--- src/rtl/mealy_seq_driver_pkg.sv ---
// Shared types and defaults for the Mealy sequence-detector driver.
package mealy_seq_driver_pkg;
    typedef enum logic [1:0] {
        ST_IDLE = 2'd0,
        ST_CLR  = 2'd1,
        ST_RUN  = 2'd2,
        ST_DONE = 2'd3
    } state_t;

    localparam int DEF_WIDTH = 32;
    localparam int DEF_CNT_W = 6;
endpackage

--- src/rtl/mealy_seq_driver_shreg.sv ---
// Load/shift-right word register with serial LSB output and bit-index counter.
module seq_shift_reg #(
    parameter int WIDTH = 32,
    parameter int IDX_W = 5
) (
    input  logic             clk,
    input  logic             rst,
    input  logic             i_load,
    input  logic             i_shift,
    input  logic [WIDTH-1:0] i_data,
    output logic             o_lsb,
    output logic [IDX_W-1:0] o_idx,
    output logic             o_last
);
    logic [WIDTH-1:0] r_data;
    logic [IDX_W-1:0] r_idx;

    always_ff @(posedge clk or posedge rst) begin
        if (rst) begin
            r_data <= '0;
            r_idx  <= '0;
        end else if (i_load) begin
            r_data <= i_data;
            r_idx  <= '0;
        end else if (i_shift) begin
            r_data <= r_data >> 1;
            r_idx  <= o_last ? '0 : r_idx + IDX_W'(1);
        end
    end

    assign o_lsb  = r_data[0];
    assign o_idx  = r_idx;
    assign o_last = (r_idx == IDX_W'(WIDTH - 1));
endmodule

--- src/rtl/mealy_seq_driver.sv ---
// Drives a bit-serial Mealy detector with one word, LSB first, and collects its hits.
module mealy_seq_driver
    import mealy_seq_driver_pkg::*;
#(
    parameter int WIDTH = DEF_WIDTH,
    parameter int CNT_W = DEF_CNT_W
) (
    input  logic             clk,
    input  logic             rst,
    input  logic             i_start,
    input  logic             i_abort,
    input  logic [WIDTH-1:0] i_seq_in,
    output logic             o_busy,
    output logic             o_done,
    output logic             o_det_rst,
    output logic             o_det_inp,
    input  logic             i_det_outp,
    output logic [CNT_W-1:0] o_hit_count,
    output logic [WIDTH-1:0] o_hit_map,
    output logic [CNT_W-1:0] o_first_hit_idx,
    output logic             o_any_hit
);
    localparam int IDX_W = (WIDTH > 1) ? $clog2(WIDTH) : 1;

    state_t           r_state, w_next;
    logic             w_accept, w_step, w_lsb, w_last;
    logic [IDX_W-1:0] w_idx;
    logic [CNT_W-1:0] r_hit_count, r_first_idx;
    logic [WIDTH-1:0] r_hit_map;

    assign w_accept = (r_state == ST_IDLE) && i_start && !i_abort;
    // An aborted RUN cycle does not record its sample.
    assign w_step   = (r_state == ST_RUN) && !i_abort;

    always_ff @(posedge clk or posedge rst) begin
        if (rst) r_state <= ST_IDLE;
        else     r_state <= w_next;
    end

    always_comb begin
        w_next = r_state;
        case (r_state)
            ST_IDLE: if (w_accept) w_next = ST_CLR;
            ST_CLR:  w_next = i_abort ? ST_IDLE : ST_RUN;
            ST_RUN:  if (i_abort)    w_next = ST_IDLE;
                     else if (w_last) w_next = ST_DONE;
            ST_DONE: w_next = ST_IDLE;
            default: w_next = ST_IDLE;
        endcase
    end

    seq_shift_reg #(.WIDTH(WIDTH), .IDX_W(IDX_W)) u_shreg (
        .clk    (clk),
        .rst    (rst),
        .i_load (w_accept),
        .i_shift(w_step),
        .i_data (i_seq_in),
        .o_lsb  (w_lsb),
        .o_idx  (w_idx),
        .o_last (w_last)
    );

    // hit_map is cleared on accept, so its OR marks whether a hit was already seen.
    always_ff @(posedge clk or posedge rst) begin
        if (rst) begin
            r_hit_count <= '0;
            r_hit_map   <= '0;
            r_first_idx <= '0;
        end else if (w_accept) begin
            r_hit_count <= '0;
            r_hit_map   <= '0;
            r_first_idx <= '0;
        end else if (w_step) begin
            r_hit_map[w_idx] <= i_det_outp;
            if (i_det_outp) begin
                r_hit_count <= r_hit_count + CNT_W'(1);
                if (!(|r_hit_map)) r_first_idx <= CNT_W'(w_idx);
            end
        end
    end

    assign o_busy          = (r_state == ST_CLR) || (r_state == ST_RUN);
    assign o_done          = (r_state == ST_DONE);
    assign o_det_rst       = (r_state != ST_RUN);
    assign o_det_inp       = (r_state == ST_RUN) ? w_lsb : 1'b0;
    assign o_hit_count     = r_hit_count;
    assign o_hit_map       = r_hit_map;
    assign o_first_hit_idx = r_first_idx;
    assign o_any_hit       = |r_hit_map;
endmodule

--- config.mk ---
export PLATFORM = sky130hd
export DESIGN_NAME = mealy_seq_driver
export DESIGN_NICKNAME = d
export VERILOG_FILES = /design/src/rtl/mealy_seq_driver_pkg.sv /design/src/rtl/mealy_seq_driver_shreg.sv /design/src/rtl/mealy_seq_driver.sv
export SDC_FILE = /design/constraint.sdc
export NUM_CORES = 1
export LEC_CHECK = 0
export BUFFER_PORTS_ARGS = -buffer_cell sky130_fd_sc_hd__buf_4
export CELL_PAD_IN_SITES_DETAIL_PLACEMENT = 1
export CELL_PAD_IN_SITES_GLOBAL_PLACEMENT = 1
export CORE_UTILIZATION = 45
export DETAILED_ROUTE_END_ITERATION = 16
export PLACE_DENSITY_LB_ADDON = 0.05
export SLEW_MARGIN = 20
export SYNTH_ARGS = -nofsm -noshare
export SYNTH_HDL_FRONTEND = slang
export SYNTH_HIERARCHICAL = 1
export SYNTH_SLANG_ARGS = --single-unit
--- constraint.sdc ---
create_clock -name clk -period 3.3 [get_ports clk]
set_clock_uncertainty 0.2 [all_clocks]
set_input_delay 0.165 -clock clk [delete_from_list [all_inputs] [get_ports clk]]
set_output_delay 0.165 -clock clk [all_outputs]
set_load 0.1 [all_outputs]
# After elaboration in Yosys (flattened, before gate mapping)

Index checks and enable logic that the tools add are counted.

Register bits: 83
Logic and storage cells: 54
Output and inout port bits: 49

Magnitude comparators: 2
Muxes and demuxes: 23
Add/subtract/negate cells: 2
Eq/ne operators: 8
Reduce and logical (&&, ||, !) cells: 13

Operators with widths:

| cell                | number |
|---|---|
| $mux 32             | 4 |
| $mux 6              | 7 |
| $bwmux 32           | 1 |
| $reduce_or 32->1    | 1 |
| $mux 5              | 3 |
| $mux 2              | 4 |
| $pmux 2 s4          | 1 |
| $add 6x1->6 const B | 1 |
| $lt 5x6->1 const B  | 1 |
| $add 5x1->5 const B | 1 |
| $demux 1 s5         | 1 |
| $eq 5x5->1 const B  | 1 |
| $ge 5x1->1 const B  | 1 |
| $eq 2x2->1 const B  | 2 |
| $logic_and 1x1->1   | 4 |
| $ne 2x1->1 const B  | 2 |
| $reduce_and 2->1    | 2 |
| $reduce_bool 2->1   | 2 |
| $ne 3x2->1 const B  | 1 |
| $reduce_and 3->1    | 1 |
| $eq 2x1->1 const B  | 1 |
| $logic_not 2->1     | 1 |
| $mux 1              | 2 |
| $ne 2x2->1 const B  | 1 |
| other kinds (2)     | 2 |

# Logic depth before layout (Yosys ltp)

Gate-level depths: netlist (run 1).

Word-level depth: 7
Mapped depth: 10
Mapped depth without buffers: 7

# Cells and area by module

The synthesis (run 1) kept the hierarchy.

By module, submodules not included:

| module           | instances | cells each | seq. area each (µm²) | area an instance (µm²) |
|---|---|---|---|---|
| mealy_seq_driver | 1         | 218        | 1126.1               | 2280.9 |
| seq_shift_reg    | 1         | 165        | 925.9                | 1731.7 |

# Worst setup path before layout (run 1)

No wires, ideal clock.

Path kind: register to output
Start: reg r_hit_map[13] (netlist: o_hit_map[13])
End: out o_any_hit
Data arrival time: 1.853 ns
Slack: 1.082 ns
Cell stages (with the launch flop): 4
Data required time: 2.935 ns
Cell sequence: dfrtp_1 > nor4_2 > nand4_1 > or2_2

Cells in the longest elaborated chain, start to end: 1

Ends and longest elaborated chain:

| what                            | line                   | RTL |
|---|---|---|
| start, declared                 | mealy_seq_driver.sv:29 | `logic [WIDTH-1:0] r_hit_map;` |
| start signal, assigned by index | mealy_seq_driver.sv:74 | `r_hit_map[w_idx] <= i_det_outp;` |
| $reduce_or 32->1                | mealy_seq_driver.sv:89 | `assign o_any_hit = \|r_hit_map;` |
| end, declared                   | mealy_seq_driver.sv:21 | `output logic o_any_hit` |

No other way between the ends.

# Worst setup path in the final report (run 1)

Start: reg r_state[0]
End: reg u_shreg.r_data[11]

Cells in the longest elaborated chain, start to end: 4

Ends and longest elaborated chain:

| what                                         | line                         | RTL |
|---|---|---|
| start, declared                              | mealy_seq_driver.sv:25       | `state_t r_state, w_next;` |
| start signal, assigned                       | mealy_seq_driver.sv:37       | `else r_state <= w_next;` |
| $logic_not 2->1 (*)                          | mealy_seq_driver.sv:31       | `assign w_accept = (r_state == ST_IDLE) && i_start && !i_abort;` |
| $logic_and 1x1->1 (*) (2 in series)          | mealy_seq_driver.sv:31       |  |
| via w_accept                                 | mealy_seq_driver.sv:26       | `logic w_accept, w_step, w_lsb, w_last;` |
| $mux 32 or $reduce_bool 2->1 (tied branches) | -                            |  |
| end signal, assigned                         | mealy_seq_driver_shreg.sv:23 | `r_data <= i_data;` |
| end signal, assigned                         | mealy_seq_driver_shreg.sv:26 | `r_data <= r_data >> 1;` |
| end, declared                                | mealy_seq_driver_shreg.sv:15 | `logic [WIDTH-1:0] r_data;` |

Mark *: on every way through the listed nets, which the timed path passes. The rest lies on a longest branch.
A chain may end at the register's enable or synchronous reset.

==> results of run 1 <==
cells by family (layout without fill, tap and decap cells):
group,after synthesis,after routing,synth area share
AO/OA/AOI/OAI,101,101,0.1494
XOR/XNOR,4,4,0.008730
adder cells (fa/ha/maj),8,8,0.02495
buffers and inverters,31,152,0.04770
flip-flops,82,82,0.5114
multiplexers,42,42,0.1048
other,1,1,0.0009346
AND/OR/NAND/NOR,114,114,0.1522
through the flow:
step	util	cell area, µm²	setup slack [ns]	std cells
after global placement	0.5395	4682	0.9430	561
after floorplan	-	4013	1.082	383
final	0.6022	5226	0.8026	612
after detailed placement	0.5395	4682	0.8653	561
after CTS	0.6022	5226	0.8194	612
after global routing	0.6022	5226	0.6417	612
critical path, stage by stage (launching register included):
cell and delay [ns]:
dfrtp_1 0.43, inv_1 0.13, ha_1 0.27, nand2_2 0.13, or2_1 0.26, inv_2 0.47, buf_4 0.34, nand2_1 0.10
o21ai_1 0.09
routing by layer:
metal,vias to the layer above,wire (µm),track usage
li1,1606,-,-
met1,1686,4713,0.3111
met2,66,5835,0.4657
met3,9,306,0.03286
met4,0,130,0.07353
met5,-,0,0
registers in the layout, indices dropped and copies added (netlist names):
name and count:
o_hit_map 32, u_shreg/r_data 32, o_hit_count 6, o_first_hit_idx 5, u_shreg/o_idx 5, r_state 2
power groups by stage:
stage / clock [mW] / sequential, mW / combinational, mW
floorplan: 0 / 1.50 / 0.715
global placement: 0 / 1.40 / 1.01
detailed placement: 0 / 1.42 / 1.05
CTS: 0.712 / 1.40 / 1.09
global route: 0.764 / 1.43 / 1.18
finish: 0.712 / 1.40 / 1.09
synthesized netlist by cell type, drive strengths merged:
| cell type | count |
|---|---|
| or2 | 2 |
| nor3 | 2 |
| nor3b | 2 |
| and4bb | 1 |
| nand2 | 53 |
| mux2i | 42 |
| o21ai | 64 |
| and2 | 1 |
| o211ai | 26 |
| or4 | 1 |
| and3 | 3 |
| nor2 | 15 |
| nand4 | 5 |
| a32o | 2 |
| clkbuf | 6 |
| nand3b | 4 |
| a21oi | 7 |
| or3b | 1 |
| conb | 1 |
| buf | 16 |
| and2b | 1 |
| a31oi | 1 |
| and3b | 1 |
| or3 | 3 |
| xor2 | 4 |
| inv | 9 |
| nand2b | 1 |
| ha | 8 |
| dfrtp | 82 |
| a2bb2oi | 1 |
| nor2b | 2 |
| nand3 | 8 |
| nor4 | 8 |
final timing paths:
| check | from | to | cells after the start |
|---|---|---|---|
| max | r_state[0] | u_shreg/r_data[11] | 8 |
| min | rst | o_hit_map[29] | 3 |
| max reg2reg | r_state[0] | u_shreg/r_data[11] | 8 |
| min reg2reg | o_first_hit_idx[3] | o_first_hit_idx[3] | 2 |
| max in group asynchronous | rst | o_hit_map[9] | 4 |
| min in group clk | o_first_hit_idx[3] | o_first_hit_idx[3] | 2 |
what timing repair did:
| item | in CTS | in global routing |
|---|---|---|
| resized for setup | 0 | 0 |
| endpoints found under the hold margin | 100 | 0 |
| hold buffers | 36 | 0 |
area by class of cell:
class / count / area (µm²)
clock buffers: 10 / 127.6
clock inverters: 5 / 56.30
fillers: 978 / 3452
inverters: 9 / 33.78
multi-input cells: 270 / 1770
flip-flops and latches: 82 / 2052
well taps: 108 / 135.1
repair buffers: 128 / 1051
==> impl_metrics.tcl, run 1 <==
set metrics [dict create \
    outcome "completed" \
    synth.area.top_cells "dfrtp_1 (51%), mux2i_1 (10%), o211ai_1 (4.9%), nand2_1 (4.8%), o21ai_1 (4.1%)" \
    min_period_ns 2.497 \
    tightest_slew_ns 0.6232 \
    synth_seq_cells 82 \
    std_cell_rows 34 \
    clock_sinks 82 \
    core_um2 8678 \
    wl_um 10990 \
    final_common_cell "buf_4" \
    drive_gt1_frac 0.2421 \
    regToRegSetupSlack_ns 0.80 \
    yosysWarnings 6 \
    antenna_found_initial 0 \
    p_clk_frac 0.222 \
    drtPass1Iterations 4 \
    post-synth-top-area-cell "dfrtp_1" \
    nNetsFinal 545 \
    whs_ns 0.2380 \
    final_max_slew_viol_count 0 \
    grt_max_degree 38 \
    clock_path_buffers 2 \
    crit_type "register to register" \
    finalPower_mw 3.205 \
    worstPathRequired_ns 3.38 \
    start_util 0.4624 \
    grt_pass1_wl_um 17680 \
    max_freq_ghz 0.4004 \
    drc 0 \
    cp-start-kind "register" \
    rsz0062_at_grt "no" \
    h-tree-depth 3 \
    die_w_um 96.43 \
    diodes 0 \
    viasPerCell 5.502 \
    crit_arrival_ns 2.57 \
    clkLatencyLatePin_ns 0.36 \
    tns_ns 0 \
    grt-ovfl-total 0 \
    swShare 0.3972 \
    min_path_type "input pin to async pin" \
    setup-violations-final 0 \
    netlist_instances 383 \
    leakagePower_nw 2.361 \
    avgSynthCellArea_um2 10.48 \
    cp-end-kind "register" \
    slew_headroom 0.5839 \
    grt_pass1_vias 3546 \
    dieArea_um2 9299 \
    drv_cap 0 \
    vias 3367 \
    ys_seq_area_frac 0.5114 \
    hold_viol_final 0 \
    wl_per_cell_um 17.95 \
    port_buffers 84 \
    place.gp.congestion 0.7574 \
    ir_worst_vdd_mv 0.2576 \
    place.detailed.hpwl_um 7133 \
    cts-buffers-inserted 9 \
    p_comb_frac 0.340 \
    cts_tree "yes" \
    final_cell_mix "buf_4 (92), dfrtp_1 (82), nand2_1 (51)" \
    die_h_um 96.43 \
    switching_power_mw 1.273 \
    post-route-period-util 0.7568 \
    track_usage 0.2538 \
    synth_top_area_share 0.5114 \
    syn_to_final_growth_pct 30.25 \
    post_cts_buffers 0 \
    synth_nets 428 \
    ant_nets 0 \
    ys_types 46 \
    power_density_nw_per_um2 613.3 \
    drt_iter0_drc 116 \
    p_seq_frac 0.438 \
    cts_root_buffer "clkbuf_8" \
    worstPathMaxFanout 35 \
    syn-cell-area_um2 4013 \
    cts.clk_slew.worst_paths_ns 0.08 \
    p_int_mw 1.932 \
    ioPinCount 86 \
]
No activity file was read; power rests on OpenSTA's default activity.
==> run 2: changes to the inputs <==
CORE_UTILIZATION = 38   (was 45)
clock period = 2.2 ns   (was 3.3 ns; I/O delays follow)
==> impl_metrics.tcl, run 2 (synthesized netlist as in run 1, its figures left out) <==
set metrics [dict create \
    outcome "completed" \
    cts-buffers-inserted 9 \
    h-tree-depth 3 \
    slew_headroom 0.6082 \
    cp_cell_sequence "nor4_2 > nand4_1 > or2_2 > buf_6" \
    clock_sinks 82 \
    setup-violations-final 0 \
    drc 0 \
    min_period_ns 2.123 \
    path_buf_inv 1 \
    min_path_type "input pin to async pin" \
    dieArea_um2 10970 \
    fill_cells 1171 \
    final_max_slew_viol_count 0 \
    core_um2 10280 \
    die_w_um 104.8 \
    wl_per_cell_um 16.54 \
    wl_um 10780 \
    place.gp.congestion 0.7338 \
    syn_to_final_growth_pct 35.02 \
    worst_slack_ns 0.07707 \
    crit_arrival_ns 1.81 \
    drv_cap 0 \
    tightest_slew_ns 0.5878 \
    post-route-period-util 0.9650 \
    final_common_cell "buf_4" \
    ir_worst_vdd_mv 0.4441 \
    final_util 0.5271 \
    drtPass1Iterations 4 \
    diodes 0 \
    cp-end-kind "output pin" \
    clkLatencyLatePin_ns 0.36 \
    cts.clk_slew.worst_paths_ns 0.09 \
    tns_ns 0 \
    worstPathRequired_ns 1.89 \
    vias 3367 \
    leakagePower_nw 2.441 \
    drive_gt1_frac 0.2655 \
    cts_root_buffer "clkbuf_8" \
    track_usage 0.2117 \
    power_density_nw_per_um2 904.8 \
    hold_viol_final 0 \
    grt_pass1_vias 3577 \
    nNetsFinal 557 \
    finalPower_mw 4.902 \
    cts_tree "yes" \
    crit_family "simple AND/OR/NAND/NOR gates" \
    drt_iter0_drc 68 \
    worstPathMaxFanout 3 \
    rsz0062_at_grt "yes" \
    cpPeakStageDelay_ns 0.44 \
    whs_ns 0.1740 \
    antenna_found_initial 0 \
    crit_slowest_cell "dfrtp_1" \
    dp_slack_ns 0.08173 \
    std_cell_rows 37 \
    ant_nets 0 \
    grt_pass1_wl_um 18230 \
    crit_type "register to output pin" \
    die_h_um 104.8 \
    cp-start-kind "register" \
    final_cell_mix "buf_4 (100), dfrtp_1 (82), nand2_1 (50)" \
    grt_max_degree 46 \
    viasPerCell 5.164 \
    place.detailed.hpwl_um 7043 \
    ioPinCount 86 \
    port_buffers 84 \
    clock_path_buffers 2 \
    grt-ovfl-total 0 \
    start_util 0.3904 \
    max_freq_ghz 0.4710 \
]
run 2: cell types whose count changed in the layout (fill, tap and decap cells not counted), moves of 2 or more:
cell	previous run	this run
buf_12	0	2
buf_6	0	2
nor4_1	4	0
buf_4	92	100
inv_2	2	0
nor4_2	4	8
run 2: path summary, 6_finish.rpt:
| kind | from | end | slack, ns | cells after the start |
|---|---|---|---|---|
| max reg2reg | r_state[0] | o_hit_map[2] | 0.12 | 6 |
| max | o_hit_map[18] | o_any_hit | 0.08 | 4 |
| max in group asynchronous | rst | r_state[0] | 1.12 | 4 |
| min | rst | u_shreg/r_data[11] | 0.17 | 4 |
| min reg2reg | o_first_hit_idx[2] | o_first_hit_idx[2] | 0.33 | 2 |
| min in group clk | i_seq_in[10] | u_shreg/r_data[10] | 0.31 | 4 |
run 2: final cells by class:
cell class              count  area, µm²  area share
clock inverters             3      40.04    0.007390
repair buffers            140       1174      0.2166
flip-flops and latches     82       2052      0.3788
multi-input cells         270       1798      0.3319
clock buffers              12      145.1     0.02679
inverters                   9      38.79    0.007159
well taps                 136      170.2     0.03141
run 2: worst register-to-register path: cells and delay by family (launching register included):
| kind | cells | cell delay, ns |
|---|---|---|
| simple gates | 2 | 0.63 |
| flops | 1 | 0.38 |
| fa+ha+maj | 1 | 0.26 |
| buf+inv | 1 | 0.11 |
| compound gates | 2 | 0.39 |
run 2: what timing repair did:
item,in CTS,in global routing
hold buffers,36,0
resized for setup,4,5
setup endpoints to repair,1,37
pin swaps,3,2
buffers inserted,2,2
hold endpoints to repair,127,0
run 2: through the flow:
step                instance area, µm²  instances
floorplan                         4013        383
global placement                  4802        597
detailed placement                4802        597
CTS                               5385        650
global route                      5418        652
finish                            5418        652
run 2: report_power, final:
group	leakage [nW]	switching (mW)	total (mW)	internal (mW)
combinational	1.25	1.15	1.79	0.633
clock	0.0962	0.544	1.09	0.548
sequential	1.09	0.189	2.02	1.84
run 2: routing by layer:
metal  share of wire  up-vias  track usage
met5               0        -            0
met4           0.012        0      0.08753
met3           0.031       10      0.03244
met2            0.50       69       0.3515
met1            0.46     1662       0.2759
li1                -     1626            -
